## src/rtl/usb_rx_pkg.sv

```systemverilog
// usb_rx_pkg: shared line-state and timing constants for the USB full-speed RX path.
package usb_rx_pkg;
    localparam logic USB_IDLE_J       = 1'b1;
    localparam int   BITS_PER_BYTE    = 8;
    localparam int   DEF_CLKS_PER_BIT = 8;
    localparam int   DEF_SAMPLE_PHASE = 3;
    localparam int   DEF_STUFF_LIMIT  = 6;
endpackage

```

## src/rtl/usb_rx_edge_detect.sv

```systemverilog
// usb_rx_edge_detect: flags any transition of the synchronised D+ line.
// The previous-line register tracks the line every cycle, independent of rcving.
module usb_rx_edge_detect
    import usb_rx_pkg::*;
(
    input  logic clk,
    input  logic n_rst,
    input  logic line,
    output logic line_edge
);
    logic prev_line_q, prev_line_d;

    always_comb prev_line_d = line;

    always_ff @(posedge clk or negedge n_rst)
        if (!n_rst) prev_line_q <= USB_IDLE_J;
        else        prev_line_q <= prev_line_d;

    assign line_edge = line != prev_line_q;
endmodule

```

## src/rtl/usb_rx_bit_timer.sv

```systemverilog
// usb_rx_bit_timer: edge-resynced mid-bit sampler with NRZI decode and bit unstuffing.
// Emits shift_enable/d_orig to the byte shift register and byte_received/stuff_err to the RCU.
module usb_rx_bit_timer
    import usb_rx_pkg::*;
#(
    parameter int CLKS_PER_BIT = DEF_CLKS_PER_BIT,
    parameter int SAMPLE_PHASE = DEF_SAMPLE_PHASE,
    parameter int STUFF_LIMIT  = DEF_STUFF_LIMIT
) (
    input  logic clk,
    input  logic n_rst,
    input  logic d_plus_sync,
    input  logic rcving,
    output logic shift_enable,
    output logic d_orig,
    output logic byte_received,
    output logic stuff_err
);
    localparam int PW = $clog2(CLKS_PER_BIT);
    localparam int OW = $clog2(STUFF_LIMIT + 1);
    localparam int BW = $clog2(BITS_PER_BYTE);

    logic          line_edge;
    logic [PW-1:0] phase_q, phase_d;
    logic [BW-1:0] bit_cnt_q, bit_cnt_d;
    logic [OW-1:0] ones_cnt_q, ones_cnt_d;
    logic          prev_sample_q, prev_sample_d;
    logic          shift_enable_q, shift_enable_d;
    logic          d_orig_q, d_orig_d;
    logic          byte_received_q, byte_received_d;
    logic          stuff_err_q, stuff_err_d;
    logic          sample, decoded, stuffed;

    usb_rx_edge_detect u_edge (
        .clk       (clk),
        .n_rst     (n_rst),
        .line      (d_plus_sync),
        .line_edge (line_edge)
    );

    // An edge wins over the sample phase: it restarts the bit, so that cycle is not a sample.
    assign sample  = rcving && !line_edge && phase_q == PW'(SAMPLE_PHASE);
    assign decoded = d_plus_sync == prev_sample_q;
    assign stuffed = ones_cnt_q == OW'(STUFF_LIMIT);

    always_comb begin
        phase_d         = line_edge ? PW'(1) : (phase_q == PW'(CLKS_PER_BIT - 1)) ? '0 : phase_q + 1'b1;
        bit_cnt_d       = bit_cnt_q;
        ones_cnt_d      = ones_cnt_q;
        prev_sample_d   = prev_sample_q;
        shift_enable_d  = 1'b0;
        d_orig_d        = d_orig_q;
        stuff_err_d     = 1'b0;
        // bit_cnt has already wrapped to 0 when the 8th data bit is on shift_enable
        byte_received_d = shift_enable_q && bit_cnt_q == '0;
        if (!rcving) begin
            phase_d         = '0;
            bit_cnt_d       = '0;
            ones_cnt_d      = '0;
            prev_sample_d   = USB_IDLE_J;
            byte_received_d = 1'b0;
        end else if (sample) begin
            prev_sample_d = d_plus_sync;
            if (stuffed) begin
                ones_cnt_d  = '0;
                stuff_err_d = decoded;
            end else begin
                shift_enable_d = 1'b1;
                d_orig_d       = decoded;
                bit_cnt_d      = bit_cnt_q + 1'b1;
                ones_cnt_d     = decoded ? ones_cnt_q + 1'b1 : '0;
            end
        end
    end

    always_ff @(posedge clk or negedge n_rst)
        if (!n_rst) begin
            phase_q         <= '0;
            bit_cnt_q       <= '0;
            ones_cnt_q      <= '0;
            prev_sample_q   <= USB_IDLE_J;
            shift_enable_q  <= 1'b0;
            d_orig_q        <= USB_IDLE_J;
            byte_received_q <= 1'b0;
            stuff_err_q     <= 1'b0;
        end else begin
            phase_q         <= phase_d;
            bit_cnt_q       <= bit_cnt_d;
            ones_cnt_q      <= ones_cnt_d;
            prev_sample_q   <= prev_sample_d;
            shift_enable_q  <= shift_enable_d;
            d_orig_q        <= d_orig_d;
            byte_received_q <= byte_received_d;
            stuff_err_q     <= stuff_err_d;
        end

    assign shift_enable  = shift_enable_q;
    assign d_orig        = d_orig_q;
    assign byte_received = byte_received_q;
    assign stuff_err     = stuff_err_q;
endmodule

```

## config.mk

```make
export PLATFORM = sky130hd
export DESIGN_NAME = usb_rx_bit_timer
export DESIGN_NICKNAME = d
export VERILOG_FILES = /design/src/rtl/usb_rx_pkg.sv /design/src/rtl/usb_rx_edge_detect.sv /design/src/rtl/usb_rx_bit_timer.sv
export SDC_FILE = /design/constraint.sdc
export NUM_CORES = 1
export LEC_CHECK = 0
export BUFFER_PORTS_ARGS = -buffer_cell sky130_fd_sc_hd__buf_2
export CAP_MARGIN = 5
export CORE_UTILIZATION = 49
export DETAILED_ROUTE_END_ITERATION = 16
export GPL_ROUTABILITY_DRIVEN = 0
export PLACE_DENSITY_LB_ADDON = 0.2
export SLEW_MARGIN = 30
export SYNTH_ARGS = -nofsm -noshare
export SYNTH_HDL_FRONTEND = slang
export SYNTH_SLANG_ARGS = --single-unit
```

## constraint.sdc

```tcl
create_clock -name clk -period 1.51 [get_ports clk]
set_input_delay 0.302 -clock clk [delete_from_list [all_inputs] [get_ports clk]]
set_output_delay 0.302 -clock clk [all_outputs]
set_load 0.02 [all_outputs]
```

==> After elaboration in Yosys (flattened, before gate mapping) <==
Index checks and enable logic that the tools add are counted.
{ "classes": {"add_sub_neg": 3, "n_mul": 0, "div_mod_pow": 0, "n_lt_le_gt_ge": 0, "n_eq_ne": 7, "shift": 0, "muxes": 19, "n_bitwise": 1, "reduce_logical": 7} }
{ "ops": {"columns": ["op", "n"], "rows": [
  ["2-to-1 mux 3 bit", 10],
  ["adder 3 x 1 -> 3 bit (second input constant)", 3],
  ["2-to-1 mux 1 bit", 9],
  ["== test 3 bit (second input constant)", 2],
  ["== test 3 x 2 -> 1 bit (second input constant)", 1],
  ["logical AND 1 bit", 3],
  ["zero test 3 bit", 1],
  ["AND reduction 3 bit", 1],
  ["inequality test 2 x 1 -> 1 bit (second input constant)", 1],
  ["inequality test 2 bit (second input constant)", 1],
  ["AND reduction 2 bit", 1],
  ["== test 1 bit", 1],
  ["zero test 1 bit", 1],
  ["inequality test 1 bit", 1],
  ["NOT 1 bit", 1]
]} }
{ "totals": {"register_bits": 15, "latch_bits": 0, "ramBits": 0, "rom_bits": 0, "output_inout_bits": 4, "memories": 0} }

==> Longest topological paths before layout <==
Gate-level depths: netlist of run 1.
{ "logic_depth": {"depth_word": 6, "mapped_depth": 7, "ltp_nobuf": 6} }

==> Hierarchy <==
From an unflattened synthesis of run 1, not the netlist that was laid out.
{ "hier_totals": {"cells_unflattened": 62, "hier_area_um2": 714.4} }
{ "modules_own_cells": {"columns": ["mod", "instances", "cells_per_inst", "area_per_inst_um2"], "rows": [
  ["usb_rx_bit_timer", 1, 60, 679.4],
  ["usb_rx_edge_detect", 1, 2, 35.0]
]} }

==> Worst setup path after synthesis of run 1 <==
Ideal clock, no wire load.
{ "synth_path": {"kind": "reg-to-reg", "startpoint": "register phase_q[0]", "endpoint": "register bit_cnt_q[0]", "setup_time_ns": 0.119, "arrival_ns": 1.521, "required_ns": 1.391, "setup_slack_ns": -0.130, "stages_incl_launch_ff": 8, "path_buffers": 1, "synth_period_minus_slack_ns": 1.640, "cell_sequence": "dfrtp_1 -> ha_1 -> ha_1 -> and2_2 -> and3_1 -> buf_6 -> xnor2_1 -> and2_1"} }
{ "synth_via": {"elab_chain_cells": 4} }
{ "synth_rtl": {"columns": ["element", "line_no", "source"], "rows": [
  ["start: declaration", "usb_rx_bit_timer.sv:24", "logic [PW-1:0] phase_q, phase_d;"],
  ["start signal: assignment", "usb_rx_bit_timer.sv:87", "phase_q <= phase_d;"],
  ["== test 3 x 2 -> 1 bit", "usb_rx_bit_timer.sv:42", "assign sample = rcving && !line_edge && phase_q == PW'(SAMPLE_PHASE);"],
  ["logical AND 1 bit", "usb_rx_bit_timer.sv:42", null],
  ["inequality test 2 x 1 -> 1 bit (no source line)", null, null],
  ["AND reduction 2 bit (no source line)", null, null],
  ["end signal: assignment", "usb_rx_bit_timer.sv:88", "bit_cnt_q <= bit_cnt_d;"],
  ["end: declaration", "usb_rx_bit_timer.sv:25", "logic [BW-1:0] bit_cnt_q, bit_cnt_d;"]
]} }
Every way passes these cells.
A chain may end at the register's enable or synchronous reset.

==> Worst setup path in the final report of run 1 <==
{ "layout_path": {"startpoint": "register phase_q[1]", "endpoint": "register bit_cnt_q[0]"} }
Same word-level chain as after synthesis.

==> impl_metrics.tcl, run 1 <==
set metrics [dict create \
    min_from "d_plus_sync" \
    wl_mm 1.09 \
    slew_viol_final 0 \
    core-area_um2 1350 \
    setup_viol 0 \
    syn_to_final_growth_pct 16.6 \
    ys_warn_count 0 \
    clock.fmax_mhz 679 \
    required_ps 1690 \
    yosysSeqAreaShare 0.518 \
    yosysTopAreaCellShare 0.410 \
    met1_usage 0.192 \
    hold_path.class "in2reg" \
    status "finished clean" \
    cts-buffers-inserted 3 \
    crit_family "simple AND/OR/NAND/NOR gates" \
    rrSetupSlack_ps 40 \
    firstDrtPassIters 2 \
    grt_usage 0.170 \
    route.detailed.drc 0 \
    r2r-end "bit_cnt_q[0]$_DFFE_PN0P_" \
    fin_cells 93 \
    dp_hpwl_um 817 \
    grt_max_degree 16 \
    n_antenna_cell 0 \
    worst_path_max_delay_cell "dfrtp_1" \
    fin_skew_ps 6.75 \
    cts_tree "built" \
    numPlacedInstances 87 \
    drive_above_1_share 0.308 \
    reg2reg_from "phase_q[1]$_DFF_PN0_" \
    leakagePower_nw 0.426 \
    crit_path_max_fanout 4 \
    antenna_found_initial 0 \
    grt_use_met3 0.0326 \
    syn_avg_cell_area_um2 11.3 \
    clk_latency_ps 280 \
    min_period_over_period 0.975 \
    cts_root_buffer "clkbuf_4" \
    grt_pass1_vias 449 \
    cpPeakStageDelay_ps 380 \
    rsz0062_at_grt "yes" \
    met2_usage 0.282 \
    clkSinkCount 15 \
    fin_ws_ps 37.1 \
    first_iter_violations 1 \
    hold_viol 0 \
    grt_busiest_layer "met2" \
    grt_overflow 0 \
    final_util 0.632 \
    pre_cts_ws_ps 19.4 \
    crit_chain "ha_2 -> ha_4 -> and2_4 -> and3_4 -> xnor2_1 -> and2_1" \
    port_buffers 7 \
    layout_common_cells "dfrtp_1, inv_1, nand2_1, buf_2, ha_1" \
    synth.distinct_cells 25 \
    power.density_nw_per_um2 884 \
    power.total_uw 754 \
    final_common_cell "dfrtp_1" \
    die_area_um2 1650 \
    die_y_um 40.7 \
    reg2regPathDepth 6 \
    maxSlewHeadroom 0.790 \
    tightest_slew_ps 315 \
    yosys.area.top_type "dfrtp_1" \
    viasPerCell 4.99 \
    clk_path_buf_depth 2 \
    synth_cells 65 \
    crit_type "reg2reg" \
    avgRoutedWirePerCell_um 11.8 \
    ctsHtreeMaxLevel 1 \
    ir_drop_uv 458 \
    synth-seq-cells 15 \
    start_kind "register" \
    timing.final.crit_period_ps 1470 \
    ant_nets 0 \
    crit_arrival_ps 1650 \
    synthTopCellsByArea "dfrtp_1, ha_1, dfstp_2" \
    initial_core_util 0.542 \
    grt_pass1_wl_mm 1.75 \
    hold_depth 1 \
    path_clk_slew_ps 90 \
    syn-num-nets 76 \
    crit_buf_inv 0 \
    syn_area_um2 732 \
    holdPathEnd "u_edge.prev_line_q$_DFF_PN1_" \
    io_pins 8 \
    num_rows 13 \
    route.vias.total 464 \
    endpoint_kind "register" \
    fin_nets 90 \
    die_w_um 40.7 \
    maxCapViolCount 0 \
]
==> worst register-to-register path, stage by stage (launching register included) <==
cell     delay [ps]
dfrtp_1         380
ha_2            210
ha_4            160
and2_4          150
and3_4          190
xnor2_1         120
and2_1          160
==> final cells by class <==
| type | count | area (um2) |
|---|---|---|
| timing repair buffer | 11 | 67.6 |
| clock inverter | 1 | 5.00 |
| tap | 15 | 18.8 |
| sequential | 15 | 379 |
| inverter | 7 | 26.3 |
| clock buffer | 3 | 22.5 |
| multi-input combinational | 41 | 334 |
| fill | 114 | 497 |
==> report_power, final <==
part	leakage, nW	internal (mW)	switching (mW)	total [mW]
Combinational	0.211	0.0386	0.0547	0.0933
Clock	0.0177	0.0981	0.125	0.223
Sequential	0.197	0.428	0.00964	0.438
Total	0.426	0.565	0.189	0.754
==> per-layer routing <==
metal / up-vias / routed length (um)
met1: 213 / 526
met3: 2 / 25
met4: 0 / 11
met2: 6 / 529
met5: - / 0
li1: 243 / -
==> Yosys cell counts, drive strengths merged <==
library cell  number
o21ai              4
clkbuf             1
xnor2              3
and2               3
and3               2
nor3               1
nor2b              1
mux2i              3
a21oi              3
a21boi             1
nand4              1
and4               1
dfrtp             12
inv                7
a32o               1
dfstp              3
nor2               1
nand2              7
and4b              1
ha                 7
buf                1
nand2b             1
==> state kept, by name (all words and copies together), names as in the netlist <==
register            flops
d_orig                  1
u_edge.prev_line_q      1
stuff_err               1
bit_cnt_q               3
byte_received           1
prev_sample_q           1
ones_cnt_q              3
phase_q                 3
shift_enable            1
==> cell families (layout without fill, tap and decap cells) <==
family                   count (synthesis)  in the layout  synth area share
AO/OA/AOI/OAI                            9              9            0.0718
XOR/XNOR                                 3              3            0.0462
adder cells (fa/ha/maj)                  7              7             0.120
buffers and inverters                    9             22            0.0564
flip-flops                              15             15             0.518
multiplexers                             3              3            0.0410
AND/OR/NAND/NOR                         19             19             0.147
==> stage by stage <==
step / hold WS [ps] / area (um2) / setup TNS (ps)
global placement: 216 / 807 / 0
finish: 173 / 853 / 0
CTS: 166 / 846 / 0
detailed placement: 217 / 807 / 0
floorplan: 6.41 / 753 / 0
global route: 159 / 853 / -17.1
==> worst max-delay path by stage <==
stage	slack [ps]	startpoint	cells after the start	to
floorplan	5	phase_q[1]$_DFF_PN0_	7	bit_cnt_q[0]$_DFFE_PN0P_
global placement	50	phase_q[0]$_DFF_PN0_	5	ones_cnt_q[1]$_DFFE_PN0P_
detailed placement	20	phase_q[1]$_DFF_PN0_	5	ones_cnt_q[1]$_DFFE_PN0P_
CTS	9	phase_q[0]$_DFF_PN0_	6	bit_cnt_q[0]$_DFFE_PN0P_
global route	-20	phase_q[1]$_DFF_PN0_	6	bit_cnt_q[0]$_DFFE_PN0P_
finish	40	phase_q[1]$_DFF_PN0_	6	bit_cnt_q[0]$_DFFE_PN0P_
==> what timing repair did <==
| action | in CTS | in global routing |
|---|---|---|
| pin swaps | 1 | 2 |
| hold buffers | 1 | 0 |
| endpoints found under the hold margin | 12 | 0 |
| resized for setup | 1 | 1 |
| buffers inserted | 0 | 1 |
| endpoints found under the setup margin | 1 | 5 |
Power figures use the tool's default switching activity.
==> run 2: changes to the inputs <==
- SYNTH_HIERARCHICAL: not set -> 1
==> impl_metrics.tcl, run 2 <==
set metrics [dict create \
    status "finished clean" \
    crit_type "reg2reg" \
    yosysMostFrequentCell "dfrtp_1" \
    fin_nets 87 \
    first_iter_violations 1 \
    crit_path_max_fanout 5 \
    path_clk_slew_ps 90 \
    grt_pass1_vias 465 \
    power.density_nw_per_um2 889 \
    switching_share 0.258 \
    cts_root_buffer "clkbuf_4" \
    core-area_um2 1330 \
    crit_chain "ha_4 -> ha_4 -> nand3b_4 -> or3b_4 -> o22ai_1" \
    endpoint_kind "register" \
    reg2reg_from "phase_q[0]$_DFF_PN0_" \
    synth-seq-cells 15 \
    syn_to_final_growth_pct 19.6 \
    synthTopCellsByArea "dfrtp_1, ha_1, dfstp_2" \
    worst_path_max_delay_cell "or3b_4" \
    maxCapViolCount 0 \
    route.detailed.drc 0 \
    port_buffers 7 \
    ant_nets 0 \
    reg2regPathDepth 5 \
    yosysTopAreaCellShare 0.420 \
    route.vias.total 462 \
    tightest_slew_ps 440 \
    synth-simple-area-share 0.156 \
    fin_ws_ps 29.5 \
    pwr-share-seq 0.576 \
    hold_path.class "in2reg" \
    viasPerCell 5.13 \
    dp_hpwl_um 792 \
    crit_buf_inv 0 \
    p_comb_frac 0.119 \
    initial_core_util 0.536 \
    grt_pass1_wl_mm 1.82 \
    syn_avg_cell_area_um2 11.5 \
    synth.distinct_cells 22 \
    yosysSeqAreaShare 0.531 \
    die_y_um 40.2 \
    timing.final.crit_period_ps 1480 \
    start_kind "register" \
    n_antenna_cell 0 \
    holdPathEnd "u_edge/prev_line_q$_DFF_PN1_" \
    final_util 0.641 \
    die_area_um2 1610 \
    fin_cells 90 \
    ir_drop_uv 574 \
    clock.fmax_mhz 675 \
    setup_tns_ps 0 \
    layout_common_cells "dfrtp_1, inv_1, buf_2" \
    num-fill-cells 110 \
    wl_mm 1.15 \
    io_pins 8 \
    crit_arrival_ps 1690 \
    min_period_over_period 0.980 \
    synth_cells 62 \
    hold_depth 1 \
    drive_above_1_share 0.320 \
    yosys.area.top_type "dfrtp_1" \
    grt_usage 0.178 \
    cts-buffers-inserted 3 \
    rrSetupSlack_ps 30 \
    slew_viol_final 0 \
    p_int_uw 564 \
    hold_viol 0 \
    syn_area_um2 714 \
    cpPeakStageDelay_ps 410 \
    power.switching_uw 196 \
    crit_family "simple AND/OR/NAND/NOR gates" \
    synth_common_cells "dfrtp_1, inv_1, ha_1" \
    synth_edf_count 0 \
    async_flop_share 1.00 \
    grt_overflow 0 \
    syn-num-nets 73 \
    power.total_uw 760 \
    post_cts_buffers 0 \
    synth.area.mux_share 0.0280 \
    synth_xor_xnor_area_share 0.0368 \
    grt_max_degree 16 \
    required_ps 1720 \
    clk_path_buf_depth 2 \
    synth-compound-area-share 0.0718 \
    antenna_found_initial 0 \
    ys_warn_count 6 \
    maxSlewHeadroom 0.704 \
    min_from "d_plus_sync" \
    leakagePower_nw 0.429 \
    r2r-end "ones_cnt_q[1]$_DFFE_PN0P_" \
    num_rows 13 \
    fin_skew_ps 3.29 \
    cts_tree "built" \
    synth_fa_ha_area_frac 0.123 \
    firstDrtPassIters 2 \
    avgRoutedWirePerCell_um 12.7 \
    synth_flop_cell "dfrtp_1" \
    final_common_cell "dfrtp_1" \
    pre_cts_ws_ps -6.91 \
    numPlacedInstances 85 \
    synth_top_family_by_area "simple AND/OR/NAND/NOR gates" \
    clk_latency_ps 280 \
    clkSinkCount 15 \
    ctsHtreeMaxLevel 1 \
    p_clk_frac 0.304 \
    die_w_um 40.2 \
    top_regs "bit_cnt_q (3), ones_cnt_q (3), phase_q (3)" \
    setup_viol 0 \
    crit_top_cell "ha_4" \
]
[run 2: routing by layer]
layer  GRT usage  wire, um  up-vias
met5           0         0        -
met4       0.100         5        0
met3      0.0333        27        2
met2       0.323       614        6
met1       0.190       500      220
li1            -         -      234
[run 2: layout make-up]
| type | count | area, um2 | area share |
|---|---|---|---|
| Tap cell | 15 | 18.8 | 0.0220 |
| Sequential cell | 15 | 379 | 0.444 |
| Timing Repair Buffer | 10 | 60.1 | 0.0703 |
| Clock inverter | 1 | 5.00 | 0.00586 |
| Multi-Input combinational cell | 37 | 335 | 0.392 |
| Clock buffer | 3 | 22.5 | 0.0264 |
| Inverter | 9 | 33.8 | 0.0395 |
[run 2: cells by family after synthesis]
| group | Yosys count |
|---|---|
| compound gates | 9 |
| simple gates | 16 |
| flops | 15 |
| buf+inv | 10 |
| xor+xnor | 3 |
| fa+ha+maj | 7 |
| mux | 2 |
[run 2: stage by stage]
stage / hold slack, ps / area, um2
6_report: 161 / 855
5_1_grt: 154 / 855
4_1_cts: 149 / 831
3_5_place_dp: 221 / 778
3_3_place_gp: 216 / 778
2_1_floorplan: 6.41 / 714
[run 2: worst max-delay path by stage]
stage                     depth (start not counted)                         to                 start  slack [ps]
after floorplan                                   5  ones_cnt_q[1]$_DFFE_PN0P_  phase_q[0]$_DFF_PN0_          90
after global placement                            5  ones_cnt_q[2]$_DFFE_PN0P_  phase_q[0]$_DFF_PN0_          50
after detailed placement                          5  ones_cnt_q[1]$_DFFE_PN0P_  phase_q[0]$_DFF_PN0_          -7
after CTS                                         5  ones_cnt_q[1]$_DFFE_PN0P_  phase_q[0]$_DFF_PN0_          20
after global routing                              5  ones_cnt_q[1]$_DFFE_PN0P_  phase_q[0]$_DFF_PN0_          -4
final                                             5  ones_cnt_q[1]$_DFFE_PN0P_  phase_q[0]$_DFF_PN0_          30
[run 2: power by group through the flow]
stage	sequential, mW	clock [mW]	combinational (mW)
4_1_cts	0.436	0.237	0.0881
3_5_place_dp	0.443	0	0.0832
5_1_grt	0.443	0.251	0.105
6_report	0.438	0.231	0.0908
3_3_place_gp	0.443	0	0.0827
2_1_floorplan	0.458	0	0.0339
[run 2: what timing repair did]
action | CTS | global route
setup endpoints to repair | 3 | 4
endpoints found under the hold margin | 12 | 0
hold buffers | 1 | 0
gates resized for setup | 3 | 3
pin swaps | 1 | 1
[run 2: worst register-to-register path, delay by kind of cell (launching register included)]
family          cells  cell delay [ps]
simple gates        2              500
fa+ha+maj           2              330
flops               1              400
compound gates      1              160
==> run 3: changes to the inputs <==
- REMOVE_ABC_BUFFERS: not set -> 1
==> impl_metrics.tcl, run 3 (same netlist as run 2, synthesis figures left out) <==
set metrics [dict create \
    status "finished clean" \
    fin_nets 90 \
    grt_pass1_wl_mm 2.14 \
    drive_above_1_share 0.346 \
    pre_cts_ws_ps -38.0 \
    numPlacedInstances 86 \
    clk_path_buf_depth 2 \
    die_area_um2 1610 \
    viasPerCell 5.37 \
    slew_viol_final 0 \
    worst_path_max_delay_cell "dfstp_2" \
    avgRoutedWirePerCell_um 13.8 \
    ant_nets 0 \
    cts_root_buffer "clkbuf_4" \
    cts_tree "built" \
    path_clk_slew_ps 90 \
    n_antenna_cell 0 \
    setup_viol 0 \
    final_util 0.661 \
    route.detailed.drc 0 \
    maxCapViolCount 0 \
    dp_hpwl_um 834 \
    grt_usage 0.207 \
    power.total_uw 770 \
    firstDrtPassIters 6 \
    die_w_um 40.2 \
    ctsHtreeMaxLevel 1 \
    core-area_um2 1330 \
    die_y_um 40.2 \
    layout_common_cells "dfrtp_1, inv_1, buf_2" \
    wl_mm 1.29 \
    power.density_nw_per_um2 873 \
    cpPeakStageDelay_ps 560 \
    start_kind "register" \
    initial_core_util 0.536 \
    maxSlewHeadroom 0.750 \
    io_pins 8 \
    first_iter_violations 4 \
    num-fill-cells 106 \
    clock.fmax_mhz 672 \
    crit_type "reg2reg" \
    seq_area_um2 379 \
    hold_path.class "in2reg" \
    syn_to_final_growth_pct 23.5 \
    tightest_slew_ps 372 \
    timing.final.crit_period_ps 1490 \
    num_rows 13 \
    fin_skew_ps 4.40 \
    required_ps 1720 \
    leakagePower_nw 0.442 \
    min_period_over_period 0.986 \
    crit_chain "xor2_2 -> nand3b_4 -> or3b_4 -> o22ai_2" \
    fin_ws_ps 21.8 \
    fin_cells 93 \
    route.vias.total 499 \
    clk_latency_ps 290 \
    crit_arrival_ps 1700 \
    grt_max_degree 16 \
    fin_hold_ws_ps 270 \
    port_buffers 7 \
    cts-buffers-inserted 3 \
    endpoint_kind "register" \
    final_common_cell "dfrtp_1" \
    antenna_found_initial 0 \
    grt_pass1_vias 488 \
    clkSinkCount 15 \
    multi_input_area_um2 342 \
    hold_viol 0 \
    ir_drop_uv 492 \
    grt_overflow 0 \
    top_regs "bit_cnt_q (3), ones_cnt_q (3), phase_q (3)" \
    crit_path_max_fanout 5 \
]
## run 3: cell count changes in the layout (fill, tap and decap cells not counted)
cell / previous run / this run
clkbuf_1: 0 / 1
o21ai_0: 4 / 3
buf_4: 2 / 5
o22ai_2: 1 / 2
o21ai_1: 0 / 1
o22ai_1: 1 / 0
clkinv_2: 1 / 0
## run 3: critical path, delay by kind of cell (launching register included)
kind | cells | cell delay [ps]
XOR/XNOR | 1 | 90
flip-flops | 1 | 560
AND/OR/NAND/NOR | 2 | 600
AO/OA/AOI/OAI | 1 | 160
## run 3: through the flow
stage / area, um2 / setup TNS, ps
after global routing: 882 / -13.1
after floorplan: 709 / 0
after CTS: 841 / 0
final: 882 / 0
after global placement: 786 / 0
after detailed placement: 786 / -40.7
## run 3: per-layer routing
layer	wire, um	vias to the layer above	GRT usage
li1	-	238	-
met1	569	241	0.247
met2	656	17	0.347
met3	34	3	0.0333
met4	25	0	0.125
met5	0	-	0
## run 3: worst paths after layout
check	start	endpoint	slack, ps	depth (start not counted)
max	u_edge/prev_line_q$_DFF_PN1_	ones_cnt_q[1]$_DFFE_PN0P_	20	4
min	d_plus_sync	u_edge/prev_line_q$_DFF_PN1_	270	2
max reg2reg	u_edge/prev_line_q$_DFF_PN1_	ones_cnt_q[1]$_DFFE_PN0P_	20	4
min reg2reg	bit_cnt_q[2]$_DFFE_PN0P_	bit_cnt_q[2]$_DFFE_PN0P_	470	1
max in group asynchronous	n_rst	d_orig$_DFFE_PN1P_	780	2
min in group asynchronous	n_rst	ones_cnt_q[0]$_DFFE_PN0P_	430	2
## run 3: where the power goes
part | internal, mW | leakage [nW] | switching, mW
Sequential | 0.428 | 0.197 | 0.0109
Combinational | 0.0432 | 0.230 | 0.0554
Clock | 0.103 | 0.0150 | 0.130
Total | 0.574 | 0.442 | 0.196
## run 3: repair_timing
action | CTS | global route
pin swaps | 0 | 2
setup buffers | 0 | 2
setup endpoints to repair | 2 | 5
gates resized for setup | 3 | 5
endpoints found under the hold margin | 12 | 0
hold buffers | 1 | 0
## run 3: area by class of cell
| cell class | instances | area share |
|---|---|---|
| multi-input combinational | 37 | 0.387 |
| clock buffer | 4 | 0.0298 |
| inverter | 9 | 0.0383 |
| timing repair buffer | 13 | 0.0936 |
| sequential | 15 | 0.430 |
| tap | 15 | 0.0213 |
